$ cat config.mk
export PLATFORM = sky130hd
export DESIGN_NAME = inst_prefetch
export DESIGN_NICKNAME = d
export VERILOG_FILES = /design/src/rtl/inst_prefetch.sv
export SDC_FILE = /design/constraint.sdc
export NUM_CORES = 1
export LEC_CHECK = 0
export CORE_AREA = 4 4 146 148
export CTS_CLUSTER_SIZE = 40
export DETAILED_ROUTE_END_ITERATION = 8
export DIE_AREA = 0 0 150 152
export DONT_BUFFER_PORTS = 1
export PLACE_DENSITY = 0.61
export SKIP_CTS_REPAIR_TIMING = 1
export SYNTH_ARGS = -nofsm -noshare
export SYNTH_HDL_FRONTEND = slang
export SYNTH_SLANG_ARGS = --single-unit
export TNS_END_PERCENT = 1
$ cat constraint.sdc
create_clock -name i_clk -period 6.3 [get_ports i_clk]
set_input_delay 0.315 -clock i_clk [delete_from_list [all_inputs] [get_ports i_clk]]
set_output_delay 0.315 -clock i_clk [all_outputs]
set_load 0.01 [all_outputs]
$ cat src/rtl/inst_prefetch.sv
// ---------------------------------------------------------------------------
// inst_prefetch
//   Instruction byte prefetch unit for the 6502 core. Acts as bus master on
//   the instruction-memory port, fetching sequential bytes from the fetch PC
//   into a circular byte queue, and presents the oldest three bytes to the
//   decoder. The decoder consumes 1..3 bytes per cycle; a flush discards the
//   queue and restarts fetching at a new PC.
//
// Ports
//   i_clk, i_rst      clock, synchronous active-high reset
//   o_mem_req         registered fetch request
//   o_mem_addr        registered request address (== fetch PC)
//   i_mem_ack         transfer completes in a cycle with req & ack
//   i_mem_rdata       byte of the completing transfer
//   i_flush           discard queue, restart fetch at i_flush_pc
//   i_flush_pc        new fetch PC
//   i_pop_len         bytes consumed this cycle (0..3)
//   o_q_byte0..2      bytes at read pointer +0/+1/+2
//   o_q_count         number of valid bytes (0..DEPTH)
//   o_q_pc            address of o_q_byte0
//   o_pop_err         one-cycle pulse after a pop larger than the queue
// ---------------------------------------------------------------------------
module inst_prefetch #(
  parameter int          DEPTH    = 16,
  parameter logic [15:0] RESET_PC = 16'h0000
) (
  input  logic                       i_clk,
  input  logic                       i_rst,
  output logic                       o_mem_req,
  output logic [15:0]                o_mem_addr,
  input  logic                       i_mem_ack,
  input  logic [7:0]                 i_mem_rdata,
  input  logic                       i_flush,
  input  logic [15:0]                i_flush_pc,
  input  logic [1:0]                 i_pop_len,
  output logic [7:0]                 o_q_byte0,
  output logic [7:0]                 o_q_byte1,
  output logic [7:0]                 o_q_byte2,
  output logic [$clog2(DEPTH):0]     o_q_count,
  output logic [15:0]                o_q_pc,
  output logic                       o_pop_err
);

  localparam int PW = $clog2(DEPTH);
  localparam logic [PW:0]   DEPTH_C = (PW+1)'(DEPTH);
  localparam logic [PW-1:0] PTR_ONE = PW'(1);
  localparam logic [PW-1:0] PTR_TWO = PW'(2);

  logic [7:0]    r_mem [DEPTH];
  logic [PW-1:0] r_ptr_s;
  logic [PW-1:0] r_ptr_e;
  logic [PW:0]   r_count;
  logic [15:0]   r_fetch_pc;
  logic [15:0]   r_q_pc;
  logic          r_mem_req;
  logic [15:0]   r_mem_addr;
  logic          r_pop_err;

  logic          w_wr;
  logic          w_pop_ok;
  logic          w_pop_bad;
  logic [PW:0]   w_pop_ext;
  logic [PW:0]   w_pop_amt;
  logic [PW:0]   w_wr_amt;
  logic [PW-1:0] w_ptr_s_nxt;
  logic [PW-1:0] w_ptr_e_nxt;
  logic [PW:0]   w_count_nxt;
  logic [15:0]   w_fetch_pc_nxt;
  logic [15:0]   w_q_pc_nxt;
  logic          w_mem_req_nxt;

  // Next-state computation: flush overrides both write and pop.
  always_comb begin
    w_pop_ext      = {{(PW-1){1'b0}}, i_pop_len};
    // Legality uses the count before this cycle's write.
    w_pop_bad      = (w_pop_ext > r_count);
    w_wr           = r_mem_req & i_mem_ack & ~i_flush;
    w_pop_ok       = ~i_flush & (i_pop_len != 2'd0) & ~w_pop_bad;
    w_pop_amt      = w_pop_ok ? w_pop_ext : {(PW+1){1'b0}};
    w_wr_amt       = {{PW{1'b0}}, w_wr};
    w_ptr_s_nxt    = r_ptr_s;
    w_ptr_e_nxt    = r_ptr_e;
    w_count_nxt    = r_count;
    w_fetch_pc_nxt = r_fetch_pc;
    w_q_pc_nxt     = r_q_pc;
    if (i_flush) begin
      w_ptr_s_nxt    = r_ptr_e;
      w_count_nxt    = {(PW+1){1'b0}};
      w_fetch_pc_nxt = i_flush_pc;
      w_q_pc_nxt     = i_flush_pc;
    end else begin
      if (w_wr) begin
        w_ptr_e_nxt    = r_ptr_e + PTR_ONE;
        w_fetch_pc_nxt = r_fetch_pc + 16'd1;
      end else begin
        w_ptr_e_nxt    = r_ptr_e;
        w_fetch_pc_nxt = r_fetch_pc;
      end
      if (w_pop_ok) begin
        w_ptr_s_nxt = r_ptr_s + w_pop_amt[PW-1:0];
        w_q_pc_nxt  = r_q_pc + {14'd0, i_pop_len};
      end else begin
        w_ptr_s_nxt = r_ptr_s;
        w_q_pc_nxt  = r_q_pc;
      end
      w_count_nxt = r_count + w_wr_amt - w_pop_amt;
    end
    // A raised request only needs a free slot; pops can only add slots, so
    // the request stays stable until ack or flush.
    w_mem_req_nxt = ~i_flush & (w_count_nxt < DEPTH_C);
  end

  // Control and pointer state registers.
  always_ff @(posedge i_clk) begin
    if (i_rst) begin
      r_ptr_s    <= {PW{1'b0}};
      r_ptr_e    <= {PW{1'b0}};
      r_count    <= {(PW+1){1'b0}};
      r_fetch_pc <= RESET_PC;
      r_q_pc     <= RESET_PC;
      r_mem_req  <= 1'b0;
      r_mem_addr <= RESET_PC;
      r_pop_err  <= 1'b0;
    end else begin
      r_ptr_s    <= w_ptr_s_nxt;
      r_ptr_e    <= w_ptr_e_nxt;
      r_count    <= w_count_nxt;
      r_fetch_pc <= w_fetch_pc_nxt;
      r_q_pc     <= w_q_pc_nxt;
      r_mem_req  <= w_mem_req_nxt;
      r_mem_addr <= w_fetch_pc_nxt;
      r_pop_err  <= w_pop_bad;
    end
  end

  // Byte storage; contents outside the valid window are don't-care.
  always_ff @(posedge i_clk) begin
    if (w_wr) begin
      r_mem[r_ptr_e] <= i_mem_rdata;
    end
  end

  assign o_mem_req  = r_mem_req;
  assign o_mem_addr = r_mem_addr;
  assign o_q_byte0  = r_mem[r_ptr_s];
  assign o_q_byte1  = r_mem[r_ptr_s + PTR_ONE];
  assign o_q_byte2  = r_mem[r_ptr_s + PTR_TWO];
  assign o_q_count  = r_count;
  assign o_q_pc     = r_q_pc;
  assign o_pop_err  = r_pop_err;

endmodule

* Word level (Yosys, flattened, before mapping)
Memory sizes are Yosys's and may differ from the RTL's. A register that Yosys moved wholly into a read port is not among the register bits.
Index checks and enable logic that the tools add are counted.
** Word-level totals
- Flip-flop bits (word level) :: 47
- Memories :: 1
- RAM bits :: 128
- Input port bits :: 30
** Cells by class
- Order comparisons :: 2
- Mux-type cells :: 12
- Reduce and logical (&&, ||, !) cells :: 4
- Add/sub/neg operators :: 8
- Bitwise gates (word level) :: 7
** Memory list
- r_mem :: words 16, width 8, read ports 3, clocked after Yosys merged registers in 1, wr ports 1, line 49 : logic [7:0] r_mem [DEPTH];
** Operators by type and width (count)
- $mux W16 :: 4
- $add A16 B1 Y16 const B :: 1
- $add A16 B2 Y16 :: 1
- $mux W4 :: 4
- $add A4 B1 Y4 const B :: 2
- $reduce_bool A2 Y1 :: 3
- $add A5 B1 Y5 :: 1
- $and A1 B1 Y1 :: 5
- $gt A2 B5 Y1 :: 1
- $lt A5 B5 Y1 const B :: 1
- $mux W5 :: 1
- $sub A5 B2 Y5 :: 1
- $add A4 B2 Y4 :: 1
- $add A4 B2 Y4 const B :: 1
- $mux W1 :: 2
- $mux W2 :: 1
- $not A1 Y1 :: 2
- $reduce_and A2 Y1 :: 1

* Logic depth before layout (Yosys ltp)
Gate-level depths: netlist of run 1.
- Word-level depth :: 9
- Depth in mapped cells :: 16

* Least setup slack after synthesis of run 1
No wires, ideal clock.
- Path kind :: reg2reg
- Start point :: register r_count[1], in the netlist o_q_count[1]
- End point :: register r_count[4], in the netlist o_q_count[4]
- Arrival :: 3040 ps
- Clock period less this slack :: 3155 ps
- Cell stages (with the launch flop) :: 17
- Data required time :: 6185 ps
- Library setup time :: 115 ps
- Path slack :: 3145 ps
- Path buffers :: 2
- Cells stage by stage :: dfxtp_1 -> inv_1 -> ha_1 -> nor2b_1 -> o2111a_1 -> buf_2 -> buf_2 -> nor3_1 -> ha_1 -> inv_1 -> ha_1 -> inv_1 -> fa_1 -> nand2b_1 -> a21oi_1 -> nor3_1 -> o21ba_2
** Between the ends
- Cells in the longest elaborated chain, start to end :: 6
** RTL lines
- start, declared :: line 52 : logic [PW:0] r_count;
- start signal, assigned :: line 118 : r_count <= {(PW+1){1'b0}};
- start signal, assigned :: line 127 : r_count <= w_count_nxt;
- $gt A2 B5 Y1 :: line 76 : w_pop_bad = (w_pop_ext > r_count);
- $not A1 Y1 :: line 78 : w_pop_ok = ~i_flush & (i_pop_len != 2'd0) & ~w_pop_bad;
- $and A1 B1 Y1 :: line 78
- $mux W2 :: line 79 : w_pop_amt = w_pop_ok ? w_pop_ext : {(PW+1){1'b0}};
- $sub A5 B2 Y5 (*) :: line 106 : w_count_nxt = r_count + w_wr_amt - w_pop_amt;
- $mux W5 (*) :: line 86 : if (i_flush) begin
Mark *: on every way between the ends. The rest lies on a longest branch, timed or not.
A chain may end at the register's enable or synchronous reset.

* Worst setup path after layout of run 1
- Start point :: register r_ptr_s[1]
- End point :: output o_q_byte1[0]
** Between the ends
- Cells in the longest elaborated chain, start to end :: 2
** RTL lines
- start, declared :: line 50 : logic [PW-1:0] r_ptr_s;
- start signal, assigned :: line 116 : r_ptr_s <= {PW{1'b0}};
- start signal, assigned :: line 125 : r_ptr_s <= w_ptr_s_nxt;
- $add A4 B1 Y4 :: line 146 : assign o_q_byte1 = r_mem[r_ptr_s + PTR_ONE];
- $mem_v2 Z16 W8
- end, declared :: line 37 : output logic [7:0] o_q_byte1,
No other way between the ends.

==> results.json, run 1 <==
{
  "status": "completed",
  "overflow": 0,
  "maxUsedRoutingLayer": "met4",
  "wl_per_cell_microns": 26.46,
  "crit_path_max_fanout": 32,
  "layout_min_cycle_time_ns": 3.855,
  "grt_pass1_vias": 6354,
  "cts.sinks": 179,
  "powerDensity_nw_per_um2": 310.9,
  "cts_buffers": 17,
  "dr_wl_met2_microns": 12740,
  "fin_cells": 954,
  "seq_area_frac_synth": 0.4932,
  "grt_first_pass_wirelength_microns": 38520,
  "die_w_microns": 150,
  "floorplan.initialDensity": 0.4923,
  "h-tree-depth": 4,
  "p_leak_nw": 3.421,
  "crit_arrival_ns": 3.54,
  "chipHeight_microns": 152,
  "slew_headroom": 0.1868,
  "wl_met1_microns": 9789,
  "setup_tns_ns": 0,
  "nets": 724,
  "fin_ws_ns": 2.445,
  "num_rows": 52,
  "insertion_delay_ns": 0.43,
  "root_buffer": "clkbuf_16",
  "power_mw": 3.331,
  "ys_ff_latch": 179,
  "synth.top_cells.by_count": "edfxtp_1, mux4_2, dfxtp_1",
  "fillers": 1654,
  "synth_ff_type": "edfxtp_1",
  "timing.fmax_ghz": 0.2594,
  "grt_max_degree": 53,
  "setup_violations": 0,
  "port_buffers": 0,
  "synth.area.top_cells": "edfxtp_1, mux4_2, dfxtp_1",
  "path_class": "flip-flop to output port",
  "dp_cells": 912,
  "wl_met3_microns": 2142,
  "clock_skew_ns": 0.01478,
  "synth_cell_types": 57,
  "dp_hpwl_microns": 17070,
  "finalCritPeriodShare": 0.6118,
  "drt_wl_total_microns": 25240,
  "async_flop_share": 0,
  "grt_use_total": 0.2257,
  "synth_top_area_share": 0.3896,
  "synthCells": 674,
  "drt-initial-drc-count": 450,
  "cts_buffer_depth": 2,
  "yosys_warnings": 0,
  "area_delta_synth_final_pct": 8.612,
  "peakVddDrop_mv": 0.2886,
  "cts_tree": "built",
  "syn_nets": 728,
  "clk_pin_slew_ns": 0.07,
  "yosys.area.top_type": "edfxtp_1",
  "synth_edf_count": 128,
  "worst_slew_pin_slew_ns": 1.215,
  "place_congestion": 0.8837,
  "syn_area_per_cell_sq_um": 14.64,
  "fin_hold_ws_ns": 0.02090,
  "rsz0062_at_grt": "false",
  "required_ns": 5.98,
  "ios": 93,
  "drt_pass1_iterations": 5,
  "slew_viol_final": 0,
  "finalHoldViolCount": 0,
  "placeableCoreArea_sq_um": 20040,
  "die_area_sq_um": 22800,
  "postRouteAntennaNets": 0,
  "dpl_worst_slack_ns": 2.641,
  "critPathLaunchType": "flip-flop",
  "yosysMostFrequentCell": "edfxtp_1",
  "drc": 0,
  "viasPerCell": 6.507,
  "hp-class": "input port to flip-flop",
  "via_count": 6208,
  "drive_gt1_frac": 0.2401,
  "synth_area_sq_um": 9864,
  "drv_cap": 0,
  "end_kind": "output port",
  "antenna_found_initial": 1
}
-- kinds of logic after synthesis --
| group | share of synthesized area |
|---|---|
| buffers and inverters | 0.03970 |
| AOI/OAI and AO/OA | 0.07331 |
| and+or+nand+nor | 0.08054 |
| xor gates and xnor gates | 0.01928 |
| adders and majority gates | 0.03272 |
| muxes | 0.2613 |
| DFF | 0.4932 |
-- registers in the layout, summed over array words and instances, names as in the netlist, named ones only --
register,flops
o_mem_addr,16
o_q_pc,16
r_mem,128
o_q_count,5
o_pop_err,1
o_mem_req,1
r_ptr_e,4
r_ptr_s,4
-- cell usage in the layout (no fill, tap or decap), types with 4 or more instances in the layout --
master | synthesis | final
edfxtp_1 | 128 | 128
mux4_2 | 110 | 110
dfxtp_1 | 51 | 49
inv_1 | 36 | 36
a21oi_1 | 29 | 29
nor2_1 | 29 | 29
nand2_1 | 24 | 24
ha_1 | 21 | 20
clkbuf_16 | 0 | 18
o31a_1 | 17 | 17
buf_4 | 3 | 16
xor2_1 | 14 | 14
a211oi_1 | 13 | 13
nor3_1 | 13 | 13
a21boi_0 | 11 | 11
nand3_1 | 10 | 10
mux2i_1 | 10 | 10
and2_1 | 9 | 9
dlygate4sd3_1 | 0 | 9
nand4_1 | 8 | 8
nor4_1 | 8 | 8
and4_1 | 7 | 7
and3_1 | 7 | 7
or4_1 | 5 | 5
nor2b_1 | 4 | 4
nor4b_1 | 4 | 4
xnor2_1 | 4 | 4
o21ai_0 | 4 | 4
clkinv_2 | 0 | 4
-- worst max-delay path, cell delays in order, from the launching register on --
cell and delay, ns:
dfxtp_1 0.87, buf_4 0.39, ha_2 0.77, mux4_2 0.35, mux2i_1 0.07, a211oi_1 0.62
-- per-stage QoR --
stage	area (sq um)	utilization
2_1_floorplan	9864	-
3_3_place_gp	10080	0.5029
3_5_place_dp	10080	0.5029
4_1_cts	10620	0.5300
5_1_grt	10710	0.5347
6_report	10710	0.5347
-- where the power goes --
| part | internal [mW] | leakage [nW] | switching [mW] |
|---|---|---|---|
| clock | 0.539 | 0.274 | 0.440 |
| sequential | 1.31 | 1.57 | 0.0889 |
| combinational | 0.442 | 1.57 | 0.515 |
-- area by class of cell --
type | count | area [sq um] | share of cell area
Sequential cell | 179 | 4870 | 0.4545
Multi-Input combinational cell | 410 | 4611 | 0.4303
Clock buffer | 21 | 471.7 | 0.04403
Tap cell | 270 | 337.8 | 0.03153
Timing Repair Buffer | 25 | 210.2 | 0.01962
Inverter | 37 | 138.9 | 0.01296
Clock inverter | 11 | 72.57 | 0.006773
Antenna cell | 1 | 2.502 | 0.0002336
-- routing by layer --
| metal | vias to the layer above | global-route usage |
|---|---|---|
| met5 | - | 0 |
| met1 | 3145 | 0.2945 |
| met4 | 0 | 0.07364 |
| li1 | 2721 | - |
| met2 | 308 | 0.3685 |
| met3 | 34 | 0.06077 |
-- path summary, 6_finish.rpt --
| path | slack, ns | cells past startpoint | endpoint | startpoint |
|---|---|---|---|---|
| worst min register to register | 0.55 | 2 | r_ptr_e[1] | r_ptr_e[1] |
| worst min-delay path | 0.02 | 1 | o_q_pc[2] | i_flush |
| worst max-delay path | 2.45 | 5 | o_q_byte1[0] | r_ptr_s[1] |
| worst max register to register | 2.60 | 14 | o_q_count[4] | o_q_count[1] |
(Power assumes the default switching activity.)
==> inputs of run 2 (changes only) <==
- clock period: 6.3 -> 3.9 ns (I/O delays scaled with it)
==> run 2 against run 1 <==
  * The run now ends with hold timing left
  * Flip-flop and latch count stayed put
  * Global-route usage increased by 0.22 points
  * Worst setup slack worse by 1.7 ns
  * Non-clock buffer count up 17
  * Wire length grew 1.5%
  * Count of clock-buffer cells in the layout fell by 3
  * Critical path depth unchanged
  * First-iteration DRC count is 24% higher
  * Die area unchanged
  * Final cell count is 1.7% higher
  * Combinational power up 70%
  * Core utilization up 0.51 points
  * Critical endpoint is now o_q_byte2[6]
  * Highest routed layer unchanged
==> results.json, run 2 (synthesis gave the netlist of run 1 again) <==
{
  "grt_use_total": 0.2279,
  "insertion_delay_ns": 0.42,
  "die_w_microns": 150,
  "ios": 93,
  "p_sw_frac": 0.3176,
  "slew_headroom": 0.3148,
  "ff_latch_area_sq_um": 4870,
  "regMostFlops": "r_mem",
  "r2r-start": "o_q_count[1]",
  "timing.fmax_ghz": 0.3151,
  "critPathLaunchType": "flip-flop",
  "via_count": 6357,
  "final_util": 0.5398,
  "peakVddDrop_mv": 0.4483,
  "p_comb_frac": 0.302,
  "hold_path_depth": 2,
  "clock_skew_ns": 0.008549,
  "dp_hpwl_microns": 16840,
  "grt_max_degree": 57,
  "viasPerCell": 6.554,
  "drc": 0,
  "area_delta_synth_final_pct": 9.652,
  "powerDensity_nw_per_um2": 498.1,
  "p_leak_nw": 3.481,
  "wl_per_cell_microns": 26.42,
  "most-common-layout-cells": "edfxtp_1, mux4_2, dfxtp_1",
  "floorplan.initialDensity": 0.4923,
  "nets": 741,
  "path_class": "flip-flop to output port",
  "violations": "hold timing",
  "fillers": 1666,
  "status": "finished with violations",
  "max_stage_delay_ns": 0.83,
  "num_rows": 52,
  "grt_busiest_layer": "met2",
  "clk_pin_slew_ns": 0.07,
  "num_antenna_cells": 0,
  "grt_first_pass_wirelength_microns": 38780,
  "rr_endpoint": "o_q_count[4]",
  "slew_viol_final": 0,
  "final_common_cell": "edfxtp_1",
  "drt_wl_total_microns": 25630,
  "multi_input_area_sq_um": 4608,
  "finalCritPeriodShare": 0.8137,
  "postRouteAntennaNets": 0,
  "r2r_cells": 14,
  "min_from": "i_flush_pc[4]",
  "worst_slew_pin_slew_ns": 1.028,
  "required_ns": 3.70,
  "place_congestion": 0.8184,
  "seqPwrFrac": 0.417,
  "power_mw": 5.387,
  "cts_buffers": 17,
  "cts_tree": "built",
  "chipHeight_microns": 152,
  "power_frac_clock": 0.280,
  "drt-initial-drc-count": 557,
  "antenna_found_initial": 0,
  "crit_path_max_fanout": 56,
  "layout_min_cycle_time_ns": 3.173,
  "placeableCoreArea_sq_um": 20040,
  "finalHoldViolCount": 1,
  "overflow": 0,
  "setup_tns_ns": 0,
  "largest_register_ffs": 128,
  "met2_usage": 0.3601,
  "crit_slowest_cell": "buf_4",
  "hp-class": "input port to flip-flop",
  "port_buffers": 0,
  "rsz0062_at_grt": "false",
  "h-tree-depth": 4,
  "crit_arrival_ns": 2.98,
  "end_kind": "output port",
  "met1_usage": 0.3020,
  "setup_violations": 0,
  "p_int_mw": 3.676,
  "fin_hold_ws_ns": -0.007783,
  "power.switching_mw": 1.711,
  "reg2reg_slack_ns": 0.83,
  "drt_pass1_iterations": 5,
  "drv_cap": 0,
  "drive_gt1_frac": 0.2529,
  "holdPathEnd": "o_mem_addr[4]",
  "cts.sinks": 179,
  "cts_buffer_depth": 2,
  "root_buffer": "clkbuf_16",
  "grt_pass1_vias": 6442,
  "use_met3": 0.06285,
  "path_cells": "buf_4 > mux4_2 > and2_1 > a211oi_1 > a21oi_1",
  "die_area_sq_um": 22800
}
run 2: routing by layer:
| metal | part of all wire | up-vias | wire length, microns |
|---|---|---|---|
| met5 | 0 | - | 0 |
| met4 | 0.030 | 0 | 772 |
| met3 | 0.10 | 41 | 2608 |
| met2 | 0.50 | 341 | 12710 |
| met1 | 0.37 | 3214 | 9536 |
| li1 | - | 2761 | - |
run 2: metrics by stage:
stage	hold WS, ns	area [sq um]	setup WS, ns	instances
6_report	-0.007783	10820	0.7266	970
3_3_place_gp	0.2689	10190	0.9290	928
3_5_place_dp	0.2726	10190	0.8270	928
5_1_grt	0.001504	10820	0.4393	970
2_1_floorplan	0.2939	9864	0.7453	674
4_1_cts	-0.1800	10720	0.6413	960
run 2: final cells by class:
class / instances / area share
clock buffers: 18 / 0.03968
clock inverters: 14 / 0.008560
inverters: 37 / 0.01284
multi-input cells: 410 / 0.4260
flip-flops and latches: 179 / 0.4502
well taps: 270 / 0.03123
repair buffers: 42 / 0.03146
run 2: critical path, delay by kind of cell, from the launching register on:
kind | cells | cell delay (ns)
flip-flops | 1 | 0.50
AO/OA/AOI/OAI | 2 | 0.43
multiplexers | 1 | 0.59
buffers and inverters | 1 | 0.83
AND/OR/NAND/NOR | 1 | 0.16
run 2: worst max-delay path by stage:
stage	cells after the start	start	slack, ns	endpoint
2_1_floorplan	16	o_q_count[1]	0.75	o_q_count[4]
4_1_cts	5	r_ptr_s[0]	0.64	o_q_byte2[1]
6_report	5	r_ptr_s[0]	0.73	o_q_byte2[6]
3_3_place_gp	14	o_q_count[1]	0.93	o_q_count[4]
3_5_place_dp	14	o_q_count[1]	0.83	o_q_count[4]
5_1_grt	5	r_ptr_s[0]	0.44	o_q_byte2[1]
run 2: power by group through the flow:
stage               sequential (mW)  combinational (mW)  clock, mW
floorplan                      2.23                1.28          0
global placement               2.29                1.57          0
detailed placement             2.29                1.60          0
CTS                            2.25                1.61       1.54
global route                   2.26                1.76       1.64
finish                         2.25                1.63       1.51
==> inputs of run 3 (changes only) <==
- ABC_AREA: default -> 1
- CORE_AREA: 4 4 146 148 -> 4 4 151 153
- DIE_AREA: 0 0 150 152 -> 0 0 155 157
- PLACE_DENSITY: 0.61 -> 0.63
- clock period: 3.9 -> 2.67 ns (I/O delays scaled with it)
==> run 3 against run 2 <==
  * The flow finishes with violations (hold timing, setup timing)
  * Core utilization rose by 1.5 points
  * Power rose by 42%
  * Critical path type is now flip-flop to flip-flop
  * Via count rose by 54%
==> results.json, run 3 <==
{
  "status": "finished with violations",
  "violations": "hold timing, setup timing",
  "clk_pin_slew_ns": 0.07,
  "place_congestion": 0.8964,
  "hold_path_depth": 1,
  "clock_skew_ns": 0.009206,
  "die_area_sq_um": 24340,
  "yosys.area.top_type": "edfxtp_1",
  "root_buffer": "clkbuf_16",
  "antenna_found_initial": 0,
  "postRouteAntennaNets": 0,
  "async_flop_share": 0,
  "grt_use_total": 0.2701,
  "synthCells": 1326,
  "most-common-layout-cells": "a21oi_1, o21ai_0, nand2_1",
  "yosys_warnings": 0,
  "powerDensity_nw_per_um2": 641.3,
  "crit_path_max_fanout": 3,
  "path_class": "flip-flop to flip-flop",
  "finalCritPeriodShare": 1.002,
  "critPathLaunchType": "flip-flop",
  "h-tree-depth": 4,
  "syn_nets": 1380,
  "via_count": 9762,
  "placeableCoreArea_sq_um": 21550,
  "cts_tree": "built",
  "max_stage_delay_ns": 0.41,
  "design_area_sq_um": 11960,
  "rsz0062_at_grt": "true",
  "crit_arrival_ns": 3.05,
  "num_rows": 54,
  "worst_slew_pin_slew_ns": 0.7661,
  "synth_cell_types": 33,
  "yosysMostFrequentCell": "a21oi_1",
  "slew_headroom": 0.4887,
  "synth_ff_type": "edfxtp_1",
  "setup_violations": 1,
  "syn_area_per_cell_sq_um": 7.931,
  "min_from": "i_rst",
  "peakVddDrop_mv": 0.4393,
  "ys_ff_latch": 179,
  "setup_tns_ns": -0.005734,
  "multi_input_area_sq_um": 4793,
  "drv_cap": 0,
  "cts.sinks": 179,
  "fin_ws_ns": -0.005734,
  "timing.fmax_ghz": 0.3737,
  "ios": 93,
  "die_w_microns": 155,
  "drt_pass1_iterations": 5,
  "cts_buffers": 17,
  "placed_cell_area_sq_um": 10930,
  "floorplan.initialDensity": 0.4879,
  "grt_max_degree": 77,
  "grt_first_pass_wirelength_microns": 50370,
  "regMostFlops": "r_mem",
  "holdPathEnd": "o_mem_req",
  "r2r_cells": 17,
  "fin_hold_ws_ns": -0.2329,
  "synth_area_sq_um": 10520,
  "port_buffers": 0,
  "drc": 0,
  "area_delta_synth_final_pct": 13.73,
  "finalHoldViolCount": 8,
  "drt_wl_total_microns": 33770,
  "grt_pass1_vias": 8916,
  "rr_endpoint": "o_mem_req",
  "layout_min_cycle_time_ns": 2.676,
  "p_leak_nw": 4.539,
  "fillers": 2039,
  "reg2reg_slack_ns": -0.006,
  "insertion_delay_ns": 0.43,
  "path_cells": "inv_2 > ha_4 > inv_2 > nor2_2 > nand2_1 > nand3_2 > nand2_4 > nor2_4 > ha_4 > inv_4 > ha_4 > inv_2 > fa_2 > o31ai_4 > xor2_1 > nand2_1 > nor2_1",
  "nets": 1408,
  "cts_buffer_depth": 2,
  "seq_area_frac_synth": 0.4626,
  "dp_hpwl_microns": 21520,
  "viasPerCell": 5.927,
  "hp-class": "input port to flip-flop",
  "synth_top_area_share": 0.3655,
  "largest_register_ffs": 128,
  "crit_slowest_cell": "fa_2",
  "synth.top_cells.by_count": "a21oi_1, o21ai_0, nand2_1",
  "synth_edf_count": 128,
  "r2r-start": "o_q_count[1]",
  "required_ns": 3.04,
  "final_common_cell": "a21oi_1",
  "chipHeight_microns": 157,
  "slew_viol_final": 0,
  "synth.area.top_cells": "edfxtp_1, a21oi_1, dfxtp_1",
  "drt-initial-drc-count": 834,
  "overflow": 0,
  "num_antenna_cells": 0,
  "wl_per_cell_microns": 20.51,
  "end_kind": "flip-flop",
  "ff_latch_area_sq_um": 4875,
  "drive_gt1_frac": 0.08486
}
## run 3: routing by layer
metal	track usage	share of wire
met4	0.1190	0.039
met2	0.4429	0.47
met5	0	0
met1	0.3432	0.40
met3	0.06269	0.097
## run 3: power by group
| part | total, mW | internal [mW] | switching [mW] |
|---|---|---|---|
| clock | 2.42 | 1.30 | 1.12 |
| combinational | 2.07 | 0.708 | 1.36 |
| sequential | 3.19 | 3.05 | 0.137 |
| total | 7.67 | 5.05 | 2.62 |
## run 3: per-stage QoR
| step | util | std cells | total power [mW] | setup WS [ns] |
|---|---|---|---|---|
| after floorplan | - | 1326 | 4.570 | 0.02286 |
| after global placement | 0.5071 | 1578 | 5.087 | 0.09393 |
| after detailed placement | 0.5071 | 1578 | 5.107 | 0.02564 |
| after CTS | 0.5330 | 1610 | 7.512 | -0.1459 |
| after global routing | 0.5549 | 1647 | 8.050 | -0.1437 |
| final | 0.5549 | 1647 | 7.670 | -0.005734 |
## run 3: kinds of logic (layout without fill, tap and decap cells)
kind of cell / Yosys count / count (layout) / share of synthesized area
XOR/XNOR: 16 / 16 / 0.01404
AND/OR/NAND/NOR: 415 / 415 / 0.1667
AO/OA/AOI/OAI: 463 / 463 / 0.2357
adder cells (fa/ha/maj): 24 / 24 / 0.03070
flip-flops: 179 / 179 / 0.4626
buffers and inverters: 229 / 270 / 0.09030
## run 3: layout make-up
cell class	count	share of cell area
Clock inverter	15	0.01109
Clock buffer	17	0.03557
Timing Repair Buffer	91	0.06925
Tap cell	280	0.02929
Inverter	147	0.04645
Sequential cell	179	0.4076
Multi-Input combinational cell	918	0.4008
## run 3: how the worst max path moves through the flow
stage / start / to / slack, ns / cells past startpoint
after floorplan: o_q_count[1] / o_mem_req / 0.02 / 18
after global placement: o_q_count[1] / o_mem_req / 0.09 / 17
after detailed placement: o_q_count[1] / o_mem_req / 0.03 / 17
after CTS: r_ptr_s[0] / o_q_byte1[5] / -0.15 / 9
after global routing: o_q_count[1] / o_mem_req / -0.14 / 17
final: o_q_count[1] / o_mem_req / -0.006 / 17
## run 3: critical path, delay by kind of cell (launching register included)
kind | cells | cell delay, ns
AOI/OAI and AO/OA | 1 | 0.23
xor gates and xnor gates | 1 | 0.21
adders and majority gates | 4 | 1.02
buffers and inverters | 4 | 0.16
DFF | 1 | 0.33
and+or+nand+nor | 7 | 0.66
